File: src/rtl/chrono_command_fsm_if.sv
// Button inputs and datapath control outputs of the stopwatch command sequencer.
// No handshake: buttons are raw async levels, controls are levels or one-cycle pulses that the datapath must sample every cycle.
interface chrono_command_fsm_if;
    logic       btn_ss;
    logic       btn_lr;
    logic       count_en;
    logic       counter_reset;
    logic       lap_hold;
    logic       lap_capture;
    logic [2:0] state;

    modport master (
        output btn_ss, btn_lr,
        input  count_en, counter_reset, lap_hold, lap_capture, state
    );

    modport slave (
        input  btn_ss, btn_lr,
        output count_en, counter_reset, lap_hold, lap_capture, state
    );
endinterface

File: src/rtl/chrono_command_fsm.sv
// Stopwatch command sequencer: synchronises and debounces the SS/LR buttons and
// runs the run/stop/lap/clear state machine that drives the counter datapath.
module chrono_command_fsm #(
    parameter int TICK_DIV       = 50000,
    parameter int DEBOUNCE_TICKS = 5,
    parameter int LONG_TICKS     = 1000
) (
    input  logic                 qzt_clk,
    input  logic                 reset_n,
    chrono_command_fsm_if.slave  cmd
);

    typedef enum logic [2:0] {
        IDLE     = 3'd0,
        RUN      = 3'd1,
        STOP     = 3'd2,
        LAP_RUN  = 3'd3,
        LAP_STOP = 3'd4,
        CLEAR    = 3'd5
    } state_t;

    logic [15:0]      tick_cnt;
    logic             tick;
    logic [1:0]       sync1;
    logic [1:0]       sync2;
    logic [1:0]       deb;
    logic [1:0]       deb_d;
    logic [1:0][7:0]  deb_cnt;
    logic [15:0]      hold_cnt;
    logic             ss_ev;
    logic             lr_ev;
    logic             lr_long;
    state_t           state_q;
    state_t           state_nxt;
    logic             count_en_q;
    logic             counter_reset_q;
    logic             lap_hold_q;
    logic             lap_capture_q;

    assign tick = (tick_cnt == 16'(TICK_DIV - 1));

    always_ff @(posedge qzt_clk or negedge reset_n) begin
        if (!reset_n) begin
            tick_cnt <= '0;
        end else if (tick) begin
            tick_cnt <= '0;
        end else begin
            tick_cnt <= tick_cnt + 16'd1;
        end
    end

    // Bit 0 is SS, bit 1 is LR throughout the input path.
    always_ff @(posedge qzt_clk or negedge reset_n) begin
        if (!reset_n) begin
            sync1   <= '0;
            sync2   <= '0;
            deb     <= '0;
            deb_d   <= '0;
            deb_cnt <= '0;
        end else begin
            sync1 <= {cmd.btn_lr, cmd.btn_ss};
            sync2 <= sync1;
            deb_d <= deb;
            for (int i = 0; i < 2; i++) begin
                if (sync2[i] == deb[i]) begin
                    deb_cnt[i] <= '0;
                end else if (tick) begin
                    if (deb_cnt[i] == 8'(DEBOUNCE_TICKS - 1)) begin
                        deb[i]     <= ~deb[i];
                        deb_cnt[i] <= '0;
                    end else begin
                        deb_cnt[i] <= deb_cnt[i] + 8'd1;
                    end
                end
            end
        end
    end

    // Saturating at LONG_TICKS makes the long-press event fire once per hold.
    always_ff @(posedge qzt_clk or negedge reset_n) begin
        if (!reset_n) begin
            hold_cnt <= '0;
        end else if (!deb[1]) begin
            hold_cnt <= '0;
        end else if (tick && (hold_cnt != 16'(LONG_TICKS))) begin
            hold_cnt <= hold_cnt + 16'd1;
        end
    end

    assign ss_ev   = deb[0] & ~deb_d[0];
    assign lr_ev   = deb[1] & ~deb_d[1];
    assign lr_long = deb[1] & tick & (hold_cnt == 16'(LONG_TICKS - 1));

    // Priority lr_long > ss_ev > lr_ev; losing events are dropped.
    always_comb begin
        state_nxt = IDLE;
        case (state_q)
            IDLE:     state_nxt = lr_long ? CLEAR : (ss_ev ? RUN : IDLE);
            RUN:      state_nxt = lr_long ? CLEAR : (ss_ev ? STOP : (lr_ev ? LAP_RUN : RUN));
            STOP:     state_nxt = lr_long ? CLEAR : (ss_ev ? RUN : (lr_ev ? CLEAR : STOP));
            LAP_RUN:  state_nxt = lr_long ? CLEAR : (ss_ev ? LAP_STOP : (lr_ev ? RUN : LAP_RUN));
            LAP_STOP: state_nxt = lr_long ? CLEAR : (ss_ev ? LAP_RUN : (lr_ev ? STOP : LAP_STOP));
            CLEAR:    state_nxt = IDLE;
            default:  state_nxt = IDLE;
        endcase
    end

    // Outputs decode the next state so they line up with the state register.
    always_ff @(posedge qzt_clk or negedge reset_n) begin
        if (!reset_n) begin
            state_q         <= IDLE;
            count_en_q      <= 1'b0;
            counter_reset_q <= 1'b0;
            lap_hold_q      <= 1'b0;
            lap_capture_q   <= 1'b0;
        end else begin
            state_q         <= state_nxt;
            count_en_q      <= (state_nxt == RUN) || (state_nxt == LAP_RUN);
            counter_reset_q <= (state_nxt == CLEAR);
            lap_hold_q      <= (state_nxt == LAP_RUN) || (state_nxt == LAP_STOP);
            lap_capture_q   <= ((state_nxt == LAP_RUN) || (state_nxt == LAP_STOP)) &&
                               ((state_q == RUN) || (state_q == STOP));
        end
    end

    assign cmd.state         = state_q;
    assign cmd.count_en      = count_en_q;
    assign cmd.counter_reset = counter_reset_q;
    assign cmd.lap_hold      = lap_hold_q;
    assign cmd.lap_capture   = lap_capture_q;

endmodule

File: src/flat_wrapper.sv
// flat-port wrapper written by rule: the top's interface ports become plain ports
module chrono_command_fsm_flat 
#(
    parameter int TICK_DIV       = 50000,
    parameter int DEBOUNCE_TICKS = 5,
    parameter int LONG_TICKS     = 1000
)
  (qzt_clk, reset_n, cmd_btn_ss, cmd_btn_lr, cmd_count_en, cmd_counter_reset, cmd_lap_hold, cmd_lap_capture, cmd_state);
  chrono_command_fsm_if cmd_i ();
  input  logic qzt_clk;
  input  logic reset_n;
  input wire logic [$bits(cmd_i.btn_ss)-1:0] cmd_btn_ss;
  input wire logic [$bits(cmd_i.btn_lr)-1:0] cmd_btn_lr;
  output wire logic [$bits(cmd_i.count_en)-1:0] cmd_count_en;
  output wire logic [$bits(cmd_i.counter_reset)-1:0] cmd_counter_reset;
  output wire logic [$bits(cmd_i.lap_hold)-1:0] cmd_lap_hold;
  output wire logic [$bits(cmd_i.lap_capture)-1:0] cmd_lap_capture;
  output wire logic [$bits(cmd_i.state)-1:0] cmd_state;
  assign cmd_i.btn_ss = cmd_btn_ss;
  assign cmd_i.btn_lr = cmd_btn_lr;
  assign cmd_count_en = cmd_i.count_en;
  assign cmd_counter_reset = cmd_i.counter_reset;
  assign cmd_lap_hold = cmd_i.lap_hold;
  assign cmd_lap_capture = cmd_i.lap_capture;
  assign cmd_state = cmd_i.state;
  chrono_command_fsm #(.TICK_DIV(TICK_DIV), .DEBOUNCE_TICKS(DEBOUNCE_TICKS), .LONG_TICKS(LONG_TICKS)) u_core (.qzt_clk(qzt_clk), .reset_n(reset_n), .cmd(cmd_i));
endmodule
File: config.mk
export PLATFORM = sky130hd
export DESIGN_NAME = chrono_command_fsm_flat
export DESIGN_NICKNAME = d
export VERILOG_FILES = /design/src/rtl/chrono_command_fsm_if.sv /design/src/rtl/chrono_command_fsm.sv /design/src/flat_wrapper.sv
export SDC_FILE = /design/constraint.sdc
export NUM_CORES = 1
export LEC_CHECK = 0
export ABC_CLOCK_PERIOD_IN_PS = 2350
export CAP_MARGIN = 5
export CORE_MARGIN = 4
export CORE_UTILIZATION = 40
export DETAILED_ROUTE_END_ITERATION = 8
export GPL_TIMING_DRIVEN = 0
export PLACE_DENSITY = 0.54
export SLEW_MARGIN = 10
export SYNTH_ARGS = -nofsm -noshare
export SYNTH_HDL_FRONTEND = slang
export SYNTH_SLANG_ARGS = --single-unit
File: constraint.sdc
create_clock -name qzt_clk -period 2.35 [get_ports qzt_clk]
set_clock_uncertainty 0.2 [all_clocks]
set_input_delay 0.3525 -clock qzt_clk [delete_from_list [all_inputs] [get_ports qzt_clk]]
set_output_delay 0.3525 -clock qzt_clk [all_outputs]
set_load 0.1 [all_outputs]
==> out/results.tsv <==
metric	value	unit
Final setup viols	0	
outcome	finished, final reports clean	
post-placement cell area	3680	um2
HPWL Detailed	5.12	mm
Worst setup EP type	flop	
Ports	11	
number of synthesized flops with an enable pin	0	
Mapped Nets	349	
flops & latches, synth	63	
H-tree depth	3	
FP Rows	33	
Maximum Capacitance Violations	0	
Startpoint Class	flop	
fin crit period	2.23	ns
fmax	448	MHz
Clk Latency, worst-skew pair	0.34	ns
first-pass GRT wire length	13.2	mm
total power	1980	uW
Design Area, Final	3880	um2
grt ovf	0	
vias in the first global route	2637	
routed wire length per instance	16.0	um
area grow syn2layout	13.0	%
Starting Density	0.414	
YS warnings	0	
post-route antenna net violation count	0	
layout cells sized above 1	0.125	
post-layout util	0.467	
Inserted Clock Buffers	9	
Async S/R FF share, synth	1.00	
Critical Path RT	2.36	ns
clock slew at reported path FFs	0.07	ns
Slew Viols, Final	0	
post-synthesis sequential area ratio	0.459	
initial antenna violation count	0	
n_diodes	0	
PD cells	511	nW/um2
die footprint	10100	um2
Mapped Cells	338	
clk buf depth	2	
nets@finish	373	
die span in x	101	um
final hold viol count	0	
critical path type	reg -> reg	
worst min path class	reg -> reg	
Vias	2678	
DRT Pass-1 Iters	5	
Rel. slew slack	0.362	
Slew @ Worst Pin	0.960	ns
vias per cell	5.67	
static leakage	0.00161	uW
commonest cells after routing, fill and taps aside	63 x dfrtp_1, 26 x nand2_1, 21 x nand3_1	
VDD IR-drop max	0.298	mV
DRT iter0 DRCs	124	
clk root buf	clkbuf_8	
DR DRC count	0	
DIE HEIGHT	101	um
Netlist cell types	55	
synthesized area per cell	10.2	um2
Placer Congestion	0.759	
CP Max Fanout	10	
Detailed Route WL	7.54	mm
count of buffers from port buffering	10	
Main synth FF type	dfrtp_1	
Placeable Area	8300	um2
# clock sinks	63	
commonest non-fill, non-tap cell in the layout	dfrtp_1	
pin count of the biggest net entering global routing	40	
Netlist Area Pre-Place	3430	um2
CTS tree	yes	
fin crit share	0.950	
Total GRT Usage	0.162	
Arr. time, crit path	2.24	ns
[registers in the layout (all words and copies together) (netlist names)]
register and count:
u_core.hold_cnt 16, u_core.deb_cnt 16, u_core.tick_cnt 16, u_core.sync2 2, u_core.cmd.count_en 1, u_core.cmd.counter_reset 1, u_core.deb 2, u_core.deb_d 2
u_core.cmd.lap_capture 1, u_core.cmd.lap_hold 1, u_core.cmd.state 3, u_core.sync1 2
[cell families (layout without fill, tap and decap cells)]
kind of cell / count (synthesis) / count (layout) / share of synthesized area
multiplexers: 10 / 10 / 0.0303
flip-flops: 63 / 63 / 0.459
AO/OA/AOI/OAI: 66 / 66 / 0.125
buffers and inverters: 23 / 52 / 0.0317
XOR/XNOR: 15 / 15 / 0.0383
adder cells (fa/ha/maj): 7 / 7 / 0.0255
AND/OR/NAND/NOR: 154 / 154 / 0.290
[report_power, final]
part	leakage, uW	internal [uW]	switching (uW)
combinational	0.000660	11.2	29.9
sequential	0.000857	1090	2.29
clock	0.0000959	433	416
[synthesized netlist by cell type, drive strengths merged (2+ instances only)]
master / count / share of area
nor3: 7 / 0.013
xnor2: 7 / 0.018
or3: 4 / 0.0073
o31ai: 5 / 0.011
nand3: 21 / 0.031
dfrtp: 63 / 0.46
mux2: 3 / 0.0098
or4: 5 / 0.011
o21ai: 15 / 0.022
nand4b: 2 / 0.0051
o311ai: 5 / 0.013
buf: 6 / 0.013
ha: 7 / 0.026
nand2b: 14 / 0.026
clkbuf: 7 / 0.0077
nand2: 26 / 0.028
nor2: 13 / 0.014
inv: 10 / 0.011
and4: 9 / 0.024
nor4b: 8 / 0.028
nand4: 17 / 0.037
mux2i: 7 / 0.020
a211oi: 3 / 0.0066
a31oi: 5 / 0.0091
o41ai: 5 / 0.013
and4bb: 4 / 0.016
a21boi: 2 / 0.0044
nor4: 4 / 0.011
nor2b: 9 / 0.016
xor2: 8 / 0.020
a21oi: 18 / 0.026
and3: 7 / 0.013
[cell type report]
| type | instances | area (um2) |
|---|---|---|
| Buffer | 13 | 72.6 |
| Clock buffer | 12 | 155 |
| Clock inverter | 4 | 20.0 |
| Fill cell | 784 | 4420 |
| Inverter | 10 | 37.5 |
| Multi-Input combinational cell | 252 | 1760 |
| Sequential cell | 63 | 1580 |
| Tap cell | 105 | 131 |
| Timing Repair Buffer | 13 | 126 |
[path summary, 6_finish.rpt]
kind,cells past startpoint,slack [ns],to,start
min,0,0.15,u_core.sync2[0],u_core.sync1[0]
min reg2reg,0,0.15,u_core.sync2[0],u_core.sync1[0]
max in group asynchronous,3,1.18,u_core.sync2[0],reset_n
max reg2reg,6,0.12,u_core.hold_cnt[7],u_core.tick_cnt[0]
min in group asynchronous,2,0.26,u_core.tick_cnt[10],reset_n
max,6,0.12,u_core.hold_cnt[7],u_core.tick_cnt[0]
[metal layers]
layer | vias up | GRT usage | part of all wire
met1 | 1314 | 0.223 | 0.49
met5 | - | 0 | 0
met4 | 0 | 0.0497 | 0.013
met3 | 6 | 0.0464 | 0.039
li1 | 1316 | - | -
met2 | 42 | 0.248 | 0.45
[per-stage QoR]
stage	worst slack (ns)	TNS, ns	hold slack [ns]	std cells
detailed placement	0.0459	0	0.0877	454
CTS	0.0323	0	0.151	471
global placement	-1.52	-95.18	0.145	453
floorplan	0.357	0	-0.143	338
finish	0.117	0	0.151	472
global route	-0.00318	-0.00318	0.183	472
[worst max-delay path, stage by stage, from the launching register on]
cell and delay, ns:
dfrtp_1 0.44, ha_2 0.27, and3_2 0.28, nand4_4 0.20, buf_6 0.21, o311ai_0 0.35
o41ai_1 0.14
[repair_timing]
item,CTS,global route
cloned,0,0
buffers inserted,0,1
endpoints found under the setup margin,7,17
resized for setup,7,4
endpoints found under the hold margin,24,0
hold buffers,1,0
Power figures use the tool's default switching activity.
